**src/rtl/sram_ctrl_pkg.sv**
```systemverilog
// Shared types and width helpers for the SRAM controller.
//   state_e      : controller FSM states (init / run)
//   be_width     : byte-enable width for a given data width
//   credit_width : width of a counter that can hold 0..rsp_depth
package sram_ctrl_pkg;

    typedef enum logic {
        StInit = 1'b0,
        StRun  = 1'b1
    } state_e;

    function automatic int unsigned be_width(input int unsigned data_width);
        return (data_width + 7) / 8;
    endfunction

    function automatic int unsigned credit_width(input int unsigned rsp_depth);
        return $clog2(rsp_depth + 1);
    endfunction

endpackage

```
**src/rtl/sram_ctrl_rsp_fifo.sv**
```systemverilog
// Response FIFO holding SRAM read data that the consumer has not yet taken.
// Ports:
//   clk, rst_n      : clock, asynchronous active-low reset
//   push, wr_data   : enqueue one word
//   pop             : dequeue the head (only meaningful when !empty)
//   rd_data         : head entry
//   full, empty     : occupancy flags
//   count           : number of stored entries
module sram_ctrl_rsp_fifo
    import sram_ctrl_pkg::*;
#(
    parameter  int unsigned DATA_WIDTH = 64,
    parameter  int unsigned RSP_DEPTH  = 2,
    localparam int unsigned CW         = credit_width(RSP_DEPTH)
) (
    input  logic                  clk,
    input  logic                  rst_n,
    input  logic                  push,
    input  logic [DATA_WIDTH-1:0] wr_data,
    input  logic                  pop,
    output logic [DATA_WIDTH-1:0] rd_data,
    output logic                  full,
    output logic                  empty,
    output logic [CW-1:0]         count
);

    localparam int unsigned PW = (RSP_DEPTH > 1) ? $clog2(RSP_DEPTH) : 1;

    logic [DATA_WIDTH-1:0] mem_q [RSP_DEPTH];
    logic [PW-1:0]         wptr_q, wptr_d;
    logic [PW-1:0]         rptr_q, rptr_d;
    logic [CW-1:0]         count_q, count_d;

    always_comb begin
        wptr_d  = wptr_q;
        rptr_d  = rptr_q;
        count_d = count_q;
        if (push) begin
            wptr_d = (wptr_q == PW'(RSP_DEPTH - 1)) ? '0 : wptr_q + PW'(1);
        end
        if (pop) begin
            rptr_d = (rptr_q == PW'(RSP_DEPTH - 1)) ? '0 : rptr_q + PW'(1);
        end
        if (push && !pop) begin
            count_d = count_q + CW'(1);
        end else if (pop && !push) begin
            count_d = count_q - CW'(1);
        end
    end

    always_ff @(posedge clk or negedge rst_n) begin
        if (!rst_n) begin
            for (int unsigned i = 0; i < RSP_DEPTH; i++) begin
                mem_q[i] <= '0;
            end
            wptr_q  <= '0;
            rptr_q  <= '0;
            count_q <= '0;
        end else begin
            if (push) begin
                mem_q[wptr_q] <= wr_data;
            end
            wptr_q  <= wptr_d;
            rptr_q  <= rptr_d;
            count_q <= count_d;
        end
    end

    assign rd_data = mem_q[rptr_q];
    assign full    = (count_q == CW'(RSP_DEPTH));
    assign empty   = (count_q == '0);
    assign count   = count_q;

endmodule

```
**src/rtl/sram_ctrl.sv**
```systemverilog
// Initiator-side controller for a single-port byte-enable SRAM macro.
// Turns a valid/ready request channel into fixed-latency SRAM accesses and
// returns read data on a valid/ready response channel, buffering it in a
// credit-limited FIFO so nothing is lost while the consumer stalls.
// Ports:
//   clk_i, rst_ni                   : clock, asynchronous active-low reset
//   req_valid_i/req_ready_o         : request handshake
//   req_we_i/addr/wdata/be          : request payload
//   rsp_valid_o/rsp_ready_i         : read-response handshake
//   rsp_rdata_o                     : read data
//   sram_req_o/we/addr/wdata/be     : SRAM command port
//   sram_rdata_i                    : SRAM read data (READ_LAT cycles after issue)
//   init_done_o                     : high once requests are being accepted
// Optional build macro SRAM_CTRL_INIT_SCRUB_EN: zero-fill the whole SRAM
// during INIT before accepting any request.
module sram_ctrl
    import sram_ctrl_pkg::*;
#(
    parameter  int unsigned DATA_WIDTH = 64,
    parameter  int unsigned NUM_WORDS  = 1024,
    parameter  int unsigned READ_LAT   = 1,
    parameter  int unsigned RSP_DEPTH  = 2,
    localparam int unsigned AW         = $clog2(NUM_WORDS),
    localparam int unsigned BW         = be_width(DATA_WIDTH)
) (
    input  logic                  clk_i,
    input  logic                  rst_ni,
    input  logic                  req_valid_i,
    output logic                  req_ready_o,
    input  logic                  req_we_i,
    input  logic [AW-1:0]         req_addr_i,
    input  logic [DATA_WIDTH-1:0] req_wdata_i,
    input  logic [BW-1:0]         req_be_i,
    output logic                  rsp_valid_o,
    input  logic                  rsp_ready_i,
    output logic [DATA_WIDTH-1:0] rsp_rdata_o,
    output logic                  sram_req_o,
    output logic                  sram_we_o,
    output logic [AW-1:0]         sram_addr_o,
    output logic [DATA_WIDTH-1:0] sram_wdata_o,
    output logic [BW-1:0]         sram_be_o,
    input  logic [DATA_WIDTH-1:0] sram_rdata_i,
    output logic                  init_done_o
);

    localparam int unsigned   CW      = credit_width(RSP_DEPTH);
    localparam logic [CW:0]   DEPTH_C = (CW + 1)'(RSP_DEPTH);

    state_e state_q, state_d;
    logic   run;
    logic   init_exit;

    assign run = (state_q == StRun);

`ifdef SRAM_CTRL_INIT_SCRUB_EN
    logic [AW-1:0] scrub_addr_q, scrub_addr_d;
    logic          scrub_last;
    logic          scrub_active;

    // Gated with reset so the SRAM port stays quiet while reset is held.
    assign scrub_active = (state_q == StInit) && rst_ni;
    assign scrub_last   = (scrub_addr_q == AW'(NUM_WORDS - 1));
    assign init_exit    = scrub_last;

    always_comb begin
        scrub_addr_d = scrub_addr_q;
        if (state_q == StInit) begin
            scrub_addr_d = scrub_last ? '0 : scrub_addr_q + AW'(1);
        end
    end

    always_ff @(posedge clk_i or negedge rst_ni) begin
        if (!rst_ni) begin
            scrub_addr_q <= '0;
        end else begin
            scrub_addr_q <= scrub_addr_d;
        end
    end
`else
    assign init_exit = 1'b1;
`endif

    always_comb begin
        state_d = state_q;
        unique case (state_q)
            StInit: if (init_exit) state_d = StRun;
            StRun:  state_d = StRun;
        endcase
    end

    always_ff @(posedge clk_i or negedge rst_ni) begin
        if (!rst_ni) begin
            state_q <= StInit;
        end else begin
            state_q <= state_d;
        end
    end

    // Credits: reads in flight plus buffered responses. Using registered
    // counts means a credit freed by a pop is only reusable next cycle.
    logic [READ_LAT-1:0]   pipe_q, pipe_d;
    logic [CW:0]           inflight_cnt;
    logic [CW:0]           credits_used;
    logic [CW-1:0]         fifo_count;
    logic                  fifo_full, fifo_empty, fifo_push, fifo_pop;
    logic [DATA_WIDTH-1:0] fifo_head;
    logic                  req_fire, rd_issue, rd_arrive;

    always_comb begin
        inflight_cnt = '0;
        for (int unsigned i = 0; i < READ_LAT; i++) begin
            inflight_cnt = inflight_cnt + {{CW{1'b0}}, pipe_q[i]};
        end
    end

    assign credits_used = inflight_cnt + {1'b0, fifo_count};
    assign req_ready_o  = run && (req_we_i || (credits_used < DEPTH_C));
    assign req_fire     = req_valid_i && req_ready_o;
    assign rd_issue     = req_fire && !req_we_i;

    always_comb begin
        sram_req_o   = 1'b0;
        sram_we_o    = 1'b0;
        sram_addr_o  = '0;
        sram_wdata_o = '0;
        sram_be_o    = '0;
`ifdef SRAM_CTRL_INIT_SCRUB_EN
        if (scrub_active) begin
            sram_req_o  = 1'b1;
            sram_we_o   = 1'b1;
            sram_addr_o = scrub_addr_q;
            sram_be_o   = '1;
        end else
`endif
        if (req_fire) begin
            sram_req_o   = 1'b1;
            sram_we_o    = req_we_i;
            sram_addr_o  = req_addr_i;
            sram_wdata_o = req_wdata_i;
            sram_be_o    = req_be_i;
        end
    end

    // Valid bit per read, aligned with the SRAM's fixed read latency.
    always_comb begin
        pipe_d    = pipe_q;
        pipe_d[0] = rd_issue;
        for (int unsigned i = 1; i < READ_LAT; i++) begin
            pipe_d[i] = pipe_q[i-1];
        end
    end

    always_ff @(posedge clk_i or negedge rst_ni) begin
        if (!rst_ni) begin
            pipe_q <= '0;
        end else begin
            pipe_q <= pipe_d;
        end
    end

    assign rd_arrive = pipe_q[READ_LAT-1];

    // Empty FIFO: arriving data bypasses straight to the output and is only
    // stored if the consumer does not take it this cycle.
    assign fifo_pop    = !fifo_empty && rsp_ready_i;
    assign fifo_push   = rd_arrive && !(fifo_empty && rsp_ready_i);
    assign rsp_valid_o = !fifo_empty || rd_arrive;
    assign rsp_rdata_o = !fifo_empty ? fifo_head : (rd_arrive ? sram_rdata_i : '0);
    assign init_done_o = run;

    sram_ctrl_rsp_fifo #(
        .DATA_WIDTH (DATA_WIDTH),
        .RSP_DEPTH  (RSP_DEPTH)
    ) u_rsp_fifo (
        .clk     (clk_i),
        .rst_n   (rst_ni),
        .push    (fifo_push),
        .wr_data (sram_rdata_i),
        .pop     (fifo_pop),
        .rd_data (fifo_head),
        .full    (fifo_full),
        .empty   (fifo_empty),
        .count   (fifo_count)
    );

`ifndef SYNTHESIS
    // Credits make this unreachable; firing means the credit logic is broken.
    assert property (@(posedge clk_i) disable iff (!rst_ni)
                     !(fifo_push && fifo_full && !fifo_pop))
        else $error("sram_ctrl: push to full response FIFO");
`endif

endmodule

```
**config.mk**
```make
export PLATFORM = sky130hd
export DESIGN_NAME = sram_ctrl
export DESIGN_NICKNAME = d
export VERILOG_FILES = /design/src/rtl/sram_ctrl_pkg.sv /design/src/rtl/sram_ctrl_rsp_fifo.sv /design/src/rtl/sram_ctrl.sv
export SDC_FILE = /design/constraint.sdc
export NUM_CORES = 1
export LEC_CHECK = 0
export ABC_AREA = 0
export BUFFER_PORTS_ARGS = -buffer_cell sky130_fd_sc_hd__buf_4
export CAP_MARGIN = 20
export CORE_UTILIZATION = 43
export CTS_CLUSTER_SIZE = 8
export DETAILED_ROUTE_END_ITERATION = 7
export GPL_ROUTABILITY_DRIVEN = 1
export GPL_TIMING_DRIVEN = 0
export PLACE_DENSITY = 0.79
export SLEW_MARGIN = 40
export SYNTH_ARGS = -nofsm -noshare
export SYNTH_HDL_FRONTEND = slang
export SYNTH_SLANG_ARGS = --single-unit
```
**constraint.sdc**
```tcl
create_clock -name clk_i -period 1.9 [get_ports clk_i]
set_input_delay 0.095 -clock clk_i [delete_from_list [all_inputs] [get_ports clk_i]]
set_output_delay 0.095 -clock clk_i [all_outputs]
set_load 0.1 [all_outputs]
```
==> out/summary.txt, run 1 <==
EDFF count, synth = 0
Last stage = 5_1_grt
Synth Net Count = 765
GRT Util Overall = 85.2%
largest family of logic cells by synthesized area = multiplexers
Mapped Area = 7330 µm²
#FFs+latches synth = 134
Clock Path Buffers = 2
Post-Synthesis Cells = 614
CTS Buf Count = 17
Sink Count = 134
Seq/Total Area, Yosys = 45.7%
compound-gate portion of the synthesized area = 5.02%
post-placement worst setup slack = -871 ps
Yosys cell types = 28
Post-DP HPWL = 19200 µm
IO Pins = 302
PortBufs = 301
Worst EP Category = output port
Final Wtd Congestion = 0.908
Die Height = 133 µm
First Err = [ERROR GRT-0232] Routing congestion too high. Check the congestion heatmap in the GUI.
H-tree levels = 4
top_reg_cell synth = dfrtp_1
proportion of synthesized area in mux cells = 31.6%
dpl cell area = 10700 µm²
row cnt = 47
outcome = stopped before the end
total congestion overflow = 465
Worst EP post-GRT repair = rsp_rdata_o[59]
initial antenna violation count = 8
XOR/XNOR share of the synthesized area = 0.239%
post-synthesis area per instance = 11.9 µm²
largest net degree at the start of global routing = 71
ys async rst share = 100%
Clock Tree Root = clkbuf_16
synth warn = 0
Initial Util = 44.1%
Post-Synth Adder-Cell Area = 0%
Synth Area in Simple Gates = 12.6%
Die W = 133 µm
-- through the flow --
step	instances	TNS, ps
after floorplan	614	-1130
after global placement	1135	-66180
after detailed placement	1136	-69770
after CTS	1258	-16500
-- what timing repair did --
action	CTS
endpoints found under the hold margin	194
endpoints found under the setup margin	269
cloned	9
gates resized for setup	632
setup buffers	16
hold buffers	67
pin swaps	26
-- cells in the mapped netlist (2+ instances only) --
library cell | number | area [µm²]
buf_1 | 4 | 15.0
buf_2 | 8 | 40.0
nand3_1 | 64 | 320
mux2i_1 | 65 | 651
o21ai_0 | 65 | 325
dfrtp_1 | 134 | 3350
buf_4 | 6 | 45.0
mux2_4 | 60 | 901
o21a_1 | 2 | 15.0
nor2b_1 | 3 | 18.8
and2_1 | 82 | 513
mux2_2 | 68 | 766
nand2_1 | 2 | 7.51
clkbuf_1 | 27 | 101
a21oi_1 | 2 | 10.0
buf_12 | 7 | 140
xnor2_1 | 2 | 17.5
nor2_1 | 3 | 11.3
-- layer usage --
metal  overflow  GRT usage [%]
met1          0           82.2
met2        324            106
met3          4           66.6
met4        137           96.5
met5          0           8.06
-- cell families after synthesis --
family,after synthesis
muxes,193
other,1
AOI/OAI and AO/OA,71
xor gates and xnor gates,2
and+or+nand+nor,160
buffers and inverters,53
DFF,134
==> run 2, diff against run 1 <==
--- a/config.mk
+++ b/config.mk
@@ -8,12 +8,11 @@
 export ABC_AREA = 0
 export BUFFER_PORTS_ARGS = -buffer_cell sky130_fd_sc_hd__buf_4
 export CAP_MARGIN = 20
-export CORE_UTILIZATION = 43
-export CTS_CLUSTER_SIZE = 8
+export CORE_UTILIZATION = 28
 export DETAILED_ROUTE_END_ITERATION = 7
 export GPL_ROUTABILITY_DRIVEN = 1
 export GPL_TIMING_DRIVEN = 0
-export PLACE_DENSITY = 0.79
+export PLACE_DENSITY_LB_ADDON = 0.15
 export SLEW_MARGIN = 40
 export SYNTH_ARGS = -nofsm -noshare
 export SYNTH_HDL_FRONTEND = slang
==> constraint.sdc (replaced) <==
create_clock -name clk_i -period 2.5 [get_ports clk_i]
set_input_delay 0.125 -clock clk_i [delete_from_list [all_inputs] [get_ports clk_i]]
set_output_delay 0.125 -clock clk_i [all_outputs]
set_load 0.1 [all_outputs]
==> out/summary.txt, run 2 <==
vias in the first global route = 6326
# placed instances = 1247 (+9.8%)
clk_lat worst skew = 420 ps
Max VDD drop = 0.534 mV
Critical Path Start Type = flop
crit-path leading delay family = buffers and inverters
most common cell after layout, fill and taps aside = buf_4
vias = 6152
HP Start = rsp_ready_i
DR WL/cell = 17.7 µm
IO Pins = 302 (unchanged)
Die Height = 164 µm (+24%)
TritonCTS clock tree = yes
DRC errors left = 0
Post-Synthesis Cells = 614 (unchanged)
ys async rst share = 100% (unchanged)
initial antenna violation count = 0
largest fanout on the critical path = 10
fmax = 420 MHz
most frequent cells in the layout = 271 x buf_4, 133 x dfrtp_1, 69 x and2_2
Routed WL = 23800 µm
Post-Layout Cell Count = 1343
Clock Path Buffers = 2 (unchanged)
setup TNS = 0 ps
Final Hold Viols = 0
hold crit path type = in2reg
hold depth = 3
ANT cells = 0
Final #Nets = 1152
CP max stage cell = dfrtp_2
Synth area leaders = dfrtp_1 46%, mux2_4 12%, mux2_2 10%, mux2i_1 8.9%, and2_1 7.0%
Slew headroom = 45.6%
slowest stage delay, CP = 530 ps
Final ANT Viol Nets = 0
GRT Util Overall = 17.9%
leading area contributor after synthesis = dfrtp_1
Final Wtd Congestion = 0.768 (-15%)
top-area cell type share of the netlist area = 45.7% (unchanged)
H-tree levels = 4 (unchanged)
Seq/Total Area, Yosys = 45.7% (unchanged)
outcome = finished clean
R2R cell count = 6
clock slew at reported path FFs = 60 ps
fin crit share = 95.2%
Max Clock Skew = 12.6 ps
core area = 25400 µm²
Cell Pwr Density = 1040 nW/µm²
minimum clock period = 2380 ps
Critical Path RT = 2380 ps
overall power = 12300 µW
critical path, cell by cell = a21oi_2 > o211a_1 > clkbuf_4 > clkbuf_2 > and2_2 > buf_4
vias per cell = 4.58
CTS Buf Count = 17 (unchanged)
critical path endpoint category = primary output
R2R Setup Slk = 460 ps
#FFs+latches synth = 134 (unchanged)
First-pass DRT Iterations = 5
top_reg_cell synth = dfrtp_1
Arr. time, crit path = 2250 ps
Max Cap Viol = 0
largest net degree at the start of global routing = 49
max reg flops = 128
RSZ-0062 raised after global routing = false
Area growth syn-to-layout = 60.8%
worst slew pin tran = 817 ps
Post-CTS Setup Repair Bufs = 0 (-16)
Yosys cell types = 28 (unchanged)
Post-DP HPWL = 17400 µm (-9.4%)
synth warn = 0 (unchanged)
Post-Route M1 WL = 10100 µm
Clock Tree Root = clkbuf_16
top-count cell post-synth = dfrtp_1
first-pass GRT wire length = 36000 µm
Synth top cells by count = 134 x dfrtp_1, 82 x and2_1, 68 x mux2_2
Reg-to-Reg End = u_rsp_fifo.mem_q[110]
final setup violating endpoints = 0
Buf/Inv on CP = 3
Worst Hold Path EP = u_rsp_fifo.rptr_q
ratio of cells with drive above 1 in the final layout = 61.8%
Mapped Area = 7330 µm² (unchanged)
Die Footprint = 26800 µm²
static leakage = 0.00564 µW
total congestion overflow = 0
Die W = 164 µm (+24%)
initial DRC count = 253
Synth Net Count = 765 (unchanged)
Initial Util = 28.9% (-15 points)
Largest Register = u_rsp_fifo.mem_q
Final Max Tran Viols = 0
FF-to-FF Start = u_rsp_fifo.count[1]
# fillers = 2394
Sink Count = 134 (unchanged)
EDFF count, synth = 0 (unchanged)
PortBufs = 301 (unchanged)
WS Path Type = reg2out
wire length on met2 = 11900 µm
Top Metal Used = met4
post-synthesis area per instance = 11.9 µm² (unchanged)
met3 wire len = 1350 µm
row cnt = 58 (+23%)
run 2: cell counts after synthesis:
Identical to the previous run, type by type.
run 2: where the power goes:
part	internal [µW]	switching, µW	total, µW
clock network	1530	1020	2550
registers	3220	537	3750
logic	2380	3580	5960
run 2: repair_timing:
action | CTS | global route
resized for setup | 43 | 27
endpoints found under the setup margin | 147 | 68
hold buffers | 66 | 0
endpoints found under the hold margin | 217 | 0
pin swaps | 0 | 0
run 2: tightest hold or removal path, delay by kind of cell:
kind | cells | cell delay (ps)
compound gates | 1 | 90
buf+inv | 1 | 130
xor+xnor | 1 | 70
run 2: kinds of logic after synthesis:
family	share of synthesized area (%)
AOI/OAI and AO/OA	5.02
xor gates and xnor gates	0.239
buffers and inverters	4.81
DFF	45.7
muxes	31.6
other	0.0511
and+or+nand+nor	12.6
run 2: stage by stage:
step / utilization (%) / setup slack (ps) / hold WS, ps / cell area [µm²]
finish: 46.4 / 121 / 35.3 / 11800
global route: 46.4 / 1.28 / 35.8 / 11800
CTS: 46.0 / 0.665 / 19.6 / 11700
detailed placement: 40.7 / -133 / 40.6 / 10300
global placement: 40.4 / -136 / 307 / 10300
floorplan: - / -751 / -171 / 7600
run 2: per-layer routing:
metal | up-vias | global-route usage (%)
li1 | 2943 | -
met1 | 2966 | 22.2
met2 | 223 | 30.5
met3 | 20 | 4.29
met4 | 0 | 5.68
met5 | - | 0
run 2: area by class of cell:
class / count / area (µm²) / area share (%)
plain buffers: 52 / 390 / 3.31
clock buffers: 19 / 453 / 3.84
clock inverters: 12 / 145 / 1.23
multi-input cells: 427 / 3900 / 33.1
flip-flops and latches: 134 / 3350 / 28.5
well taps: 330 / 413 / 3.50
repair buffers: 369 / 3140 / 26.6
run 2: worst max path at each step:
stage                                   start                to  slack (ps)  depth (start not counted)
final                                  pipe_q      sram_be_o[2]         120                          6
after global placement                 pipe_q  sram_wdata_o[18]        -140                          7
after floorplan           u_rsp_fifo.count[1]    rsp_rdata_o[0]        -750                          6
after CTS                              pipe_q  sram_wdata_o[18]         0.7                          6
after global routing      u_rsp_fifo.count[1]   rsp_rdata_o[50]           1                          8
after detailed placement               pipe_q   sram_wdata_o[1]        -130                          7
No activity file was read; power rests on OpenSTA's default activity.
==> run 3, diff against run 2 <==
--- a/config.mk
+++ b/config.mk
@@ -9,6 +9,7 @@
 export BUFFER_PORTS_ARGS = -buffer_cell sky130_fd_sc_hd__buf_4
 export CAP_MARGIN = 20
 export CORE_UTILIZATION = 28
+export CTS_BUF_LIST = sky130_fd_sc_hd__clkbuf_4 sky130_fd_sc_hd__clkbuf_8
 export DETAILED_ROUTE_END_ITERATION = 7
 export GPL_ROUTABILITY_DRIVEN = 1
 export GPL_TIMING_DRIVEN = 0
==> out/summary.txt, run 3 (synthesized netlist as in run 2, its figures left out) <==
TritonCTS clock tree = yes
row cnt = 58 (unchanged)
PortBufs = 301 (unchanged)
ANT cells = 0 (unchanged)
Routed WL = 23800 µm (-0.17%)
vias = 6140 (-0.20%)
Final Hold Viols = 0 (unchanged)
Max Cap Viol = 0 (unchanged)
Final #Nets = 1154 (+0.17%)
dpl cell area = 10300 µm² (unchanged)
worst slew pin tran = 821 ps (+4.44 ps)
DR WL/cell = 17.7 µm (-0.32%)
Final ANT Viol Nets = 0 (unchanged)
CTS Buf Count = 17 (unchanged)
R2R cell count = 6 (unchanged)
vias in the first global route = 6336 (+0.16%)
final setup violating endpoints = 0 (unchanged)
outcome = finished clean
combinational fraction of design power = 51.7% (+3.1 points)
Finished Core Util = 46.5% (+0.074 points)
Final Max Tran Viols = 0 (unchanged)
most frequent cells in the layout = 232 x buf_4, 133 x dfrtp_1, 69 x buf_6, 69 x and2_2, 68 x mux2_2
Cell Pwr Density = 987 nW/µm² (-5.1%)
Design Area, Final = 11800 µm² (+0.16%)
IO Pins = 302 (unchanged)
Seq pwr share = 32.2% (+1.6 points)
Die W = 164 µm (unchanged)
Die Footprint = 26800 µm² (unchanged)
minimum clock period = 2390 ps (+12.6 ps)
Top Metal Used = met4
Die Height = 164 µm (unchanged)
Area growth syn-to-layout = 61.0%
CP Launch Point = pipe_q
vias per cell = 4.57 (-0.34%)
fin crit share = 95.7% (+0.51 points)
Slew headroom = 45.3% (-0.30 points)
core area = 25400 µm² (unchanged)
largest fanout on the critical path = 10 (unchanged)
first-pass GRT wire length = 36000 µm (unchanged)
R2R Setup Slk = 450 ps (about the same)
largest net degree at the start of global routing = 49 (unchanged)
Post-Route M1 WL = 10000 µm (-0.73%)
critical path endpoint category = primary output
Reg-to-Reg End = u_rsp_fifo.mem_q[110]
Clock Path Buffers = 2 (unchanged)
GRT Util Overall = 17.8% (-0.049 points)
final hold slack = 156 ps (+121 ps)
sw frac = 43.4% (+1.6 points)
Largest Register = u_rsp_fifo.mem_q
most common cell after layout, fill and taps aside = buf_4
FF-to-FF Start = u_rsp_fifo.count[1]
static leakage = 0.00561 µW (-0.55%)
sw power = 5060 µW (-1.4%)
total congestion overflow = 0 (unchanged)
Final Wtd Congestion = 0.768 (unchanged)
WS Path Type = reg2out
clock slew at reported path FFs = 80 ps (+20 ps)
P_int = 6590 µW (-7.6%)
hold crit path type = in2async
Critical Path RT = 2380 ps (about the same)
Arr. time, crit path = 2270 ps (+20 ps)
DRC errors left = 0 (unchanged)
H-tree levels = 4 (unchanged)
met3 wire len = 1310 µm (-3.3%)
Sink Count = 134 (unchanged)
setup TNS = 0 ps (unchanged)
ratio of cells with drive above 1 in the final layout = 61.8% (about the same)
wire length on met2 = 11900 µm (about the same)
overall power = 11700 µW (-5.0%)
RSZ-0062 raised after global routing = true
initial DRC count = 252 (-0.40%)
Clock Tree Root = clkbuf_8
Initial Util = 28.9% (unchanged)
Max Clock Skew = 12.4 ps (-0.188 ps)
Max VDD drop = 0.462 mV (-13%)
Post-DP HPWL = 17400 µm (unchanged)
Critical Path Start Type = flop
First-pass DRT Iterations = 4 (-1)
crit path to = sram_wdata_o[53]
clk_lat worst skew = 450 ps (+30 ps)
max reg flops = 128 (unchanged)
clock group share of total power = 16.2% (-4.6 points)
fmax = 418 MHz (-0.53%)
initial antenna violation count = 0 (unchanged)
[run 3: cell types whose count changed in the layout (fill, tap and decap cells not counted), moves of 2 or more]
cell / before / now
clkbuf_8: 2 / 19
clkbuf_16: 17 / 0
buf_4: 271 / 232
buf_12: 7 / 11
buf_6: 35 / 69
buf_8: 5 / 7
[run 3: worst min path at each step]
stage / from / to / slack, ps / cells past startpoint
3_3_place_gp: req_we_i / pipe_q / 310 / 2
6_report: rst_ni / u_rsp_fifo.mem_q[17] / 160 / 2
5_1_grt: rst_ni / u_rsp_fifo.mem_q[17] / 160 / 2
2_1_floorplan: rst_ni / init_done_o / -170 / 0
4_1_cts: rst_ni / u_rsp_fifo.mem_q[17] / 130 / 2
3_5_place_dp: rst_ni / u_rsp_fifo.mem_q[17] / 40 / 1
[run 3: power groups by stage]
stage	clock network, µW	registers (µW)	logic [µW]
after floorplan	0	3620	4690
after global placement	0	3750	5780
after detailed placement	0	3760	5860
after CTS	1970	3740	6040
after global routing	2070	3880	6340
final	1880	3750	6020
[run 3: per-layer routing]
metal	global-route usage (%)	vias to the layer above
met5	0	-
met4	6.02	0
met3	4.34	25
met2	30.5	205
met1	21.9	2967
li1	-	2943
[run 3: critical path, stage by stage (launching register included)]
cell	delay, ps
dfrtp_2	550
a21oi_2	200
o211a_1	220
clkbuf_4	230
clkbuf_2	200
and2_2	200
buf_6	230
[run 3: cell type report]
class,count,area (µm²)
Clock buffer,19,262
Fill cell,2397,13600
Timing Repair Buffer,371,3350
Sequential cell,134,3350
Clock inverter,12,145
Buffer,52,390
Tap cell,330,413
Multi-Input combinational cell,427,3900
[run 3: stage by stage]
stage               setup slack [ps]  std cells
floorplan                       -751        614
global placement                -136       1245
detailed placement              -133       1247
CTS                           -0.353       1344
global route                   -40.7       1345
finish                           108       1345
[run 3: what timing repair did]
item	in CTS	in global routing
setup buffers	0	1
hold buffers	67	0
hold endpoints to repair	218	0
setup endpoints to repair	148	77
gates resized for setup	103	14
==> run 4, diff against run 3 <==
--- a/config.mk
+++ b/config.mk
@@ -14,6 +14,7 @@
 export GPL_ROUTABILITY_DRIVEN = 1
 export GPL_TIMING_DRIVEN = 0
 export PLACE_DENSITY_LB_ADDON = 0.15
+export RECOVER_POWER = 100
 export SLEW_MARGIN = 40
 export SYNTH_ARGS = -nofsm -noshare
 export SYNTH_HDL_FRONTEND = slang
==> out/summary.txt, run 4 (synthesized netlist as in run 2, its figures left out) <==
outcome = finished clean
Routed WL = 23700 µm (-0.28%)
dpl cell area = 10300 µm² (unchanged)
first-pass GRT wire length = 36000 µm (unchanged)
most frequent cells in the layout = 169 x buf_4, 133 x dfrtp_1, 73 x buf_6
fmax = 418 MHz (+0.11%)
Final Hold Viols = 0 (unchanged)
Final Max Tran Viols = 0 (unchanged)
ANT cells = 0 (unchanged)
Die W = 164 µm (unchanged)
Largest Register = u_rsp_fifo.mem_q
sw frac = 44.6% (+1.2 points)
Slew headroom = 26.9% (-18 points)
setup TNS = 0 ps (unchanged)
Sink Count = 134 (unchanged)
CTS Buf Count = 17 (unchanged)
PortBufs = 301 (unchanged)
Critical Path Start Type = flop
Post-Layout Cell Count = 1345 (unchanged)
sw power = 5000 µW (-1.3%)
initial DRC count = 222 (-12%)
Critical Path RT = 2380 ps (about the same)
Max Clock Skew = 10.8 ps (-1.60 ps)
worst slew pin tran = 1100 ps (+275 ps)
vias in the first global route = 6336 (unchanged)
H-tree levels = 4 (unchanged)
minimum clock period = 2390 ps (-2.55 ps)
DR WL/cell = 17.6 µm (-0.28%)
Final Wtd Congestion = 0.768 (unchanged)
overall power = 11200 µW (-3.9%)
Die Footprint = 26800 µm² (unchanged)
Final #Nets = 1154 (unchanged)
ratio of cells with drive above 1 in the final layout = 56.0% (-5.8 points)
Max VDD drop = 0.427 mV (-7.6%)
initial antenna violation count = 0 (unchanged)
GRT Util Overall = 17.8% (unchanged)
P_int = 6200 µW (-5.9%)
Seq pwr share = 33.2% (+1.0 points)
total congestion overflow = 0 (unchanged)
RSZ-0062 raised after global routing = true
Clock Tree Root = clkbuf_8
critical path endpoint category = primary output
TritonCTS clock tree = yes
# fillers = 2471 (+3.1%)
# placed instances = 1247 (unchanged)
largest net degree at the start of global routing = 49 (unchanged)
IO Pins = 302 (unchanged)
Design Area, Final = 11400 µm² (-3.2%)
combinational fraction of design power = 50.1% (-1.6 points)
final setup violating endpoints = 0 (unchanged)
Max Cap Viol = 0 (unchanged)
First-pass DRT Iterations = 4 (unchanged)
Area growth syn-to-layout = 55.9%
core area = 25400 µm² (unchanged)
Cell Pwr Density = 980 nW/µm² (-0.68%)
row cnt = 58 (unchanged)
Initial Util = 28.9% (unchanged)
vias per cell = 4.58 (+0.31%)
max reg flops = 128 (unchanged)
DRC errors left = 0 (unchanged)
Final ANT Viol Nets = 0 (unchanged)
fin crit share = 95.6% (-0.10 points)
Post-DP HPWL = 17400 µm (unchanged)
Finished Core Util = 45.0% (-1.5 points)
static leakage = 0.00540 µW (-3.6%)
largest fanout on the critical path = 10 (unchanged)
WS Path Type = reg2out
most common cell after layout, fill and taps aside = buf_4
Die Height = 164 µm (unchanged)
Clock Path Buffers = 2 (unchanged)
hold crit path type = in2reg
Arr. time, crit path = 2260 ps (about the same)
clock group share of total power = 16.7% (+0.5 points)
clock slew at reported path FFs = 80 ps (about the same)
vias = 6159 (+0.31%)
clk_lat worst skew = 440 ps (about the same)
[run 4: cell types whose count changed in the layout (fill, tap and decap cells not counted), moves of 2 or more]
cell / delta
clkbuf_4: +59
buf_6: +4
clkbuf_1: +2
o21ai_2: -4
buf_8: -5
o21ai_1: +3
clkbuf_2: +10
mux2_1: +53
buf_12: -7
buf_4: -63
mux2_4: -53
[run 4: path summary, 6_finish.rpt]
check	slack, ps	to	from	cells past startpoint
max in group asynchronous	470	u_rsp_fifo.mem_q[51]	rst_ni	4
worst max-delay path	110	rsp_rdata_o[2]	u_rsp_fifo.count[0]	6
worst min-delay path	330	pipe_q	req_valid_i	4
min in group asynchronous	420	u_rsp_fifo.mem_q[17]	rst_ni	2
worst min register to register	490	u_rsp_fifo.mem_q[30]	u_rsp_fifo.mem_q[30]	1
worst max register to register	130	u_rsp_fifo.mem_q[110]	u_rsp_fifo.count[1]	6
[run 4: area by class of cell]
cell class / instances / area (µm²) / area share, %
Multi-Input combinational cell: 427 / 3680 / 32.2
Clock inverter: 12 / 145 / 1.27
Timing Repair Buffer: 371 / 3290 / 28.8
Clock buffer: 19 / 262 / 2.29
Sequential cell: 134 / 3350 / 29.3
Tap cell: 330 / 413 / 3.61
Buffer: 52 / 283 / 2.47
[run 4: metrics by stage]
| stage | setup slack (ps) | hold slack (ps) |
|---|---|---|
| detailed placement | -133 | 40.6 |
| CTS | -0.353 | 132 |
| global placement | -136 | 307 |
| finish | 111 | 332 |
| global route | -40.5 | 324 |
| floorplan | -751 | -171 |
[run 4: timing repair]
action                                  CTS  global route
hold buffers                             67             0
buffers inserted                          0             1
endpoints found under the hold margin   218             0
pin swaps                                 0             0
endpoints found under the setup margin  148            77
resized for setup                       103            14
[run 4: critical path, stage by stage, from the launching register on]
cell	delay [ps]
dfrtp_1	480
nor2_1	110
buf_6	170
buf_4	190
buf_4	190
o21ai_1	270
clkbuf_4	400
[run 4: metal layers]
layer  part of all wire [%]  global-route usage (%)  vias to the layer above  wire length (µm)
met4                    2.3                    6.02                        0               544
met2                     50                    30.5                      212             11800
met3                    5.6                    4.34                       27              1330
li1                       -                       -                     2949                 -
met5                      0                       0                        -                 0
met1                     42                    21.9                     2971             10000
[run 4: power groups by stage]
stage                     clock (µW)  combinational, µW  sequential [µW]
after detailed placement           0               5860             3760
final                           1870               5610             3720
after CTS                       1970               6040             3740
after floorplan                    0               4690             3620
after global placement             0               5780             3750
after global routing            2070               5920             3850
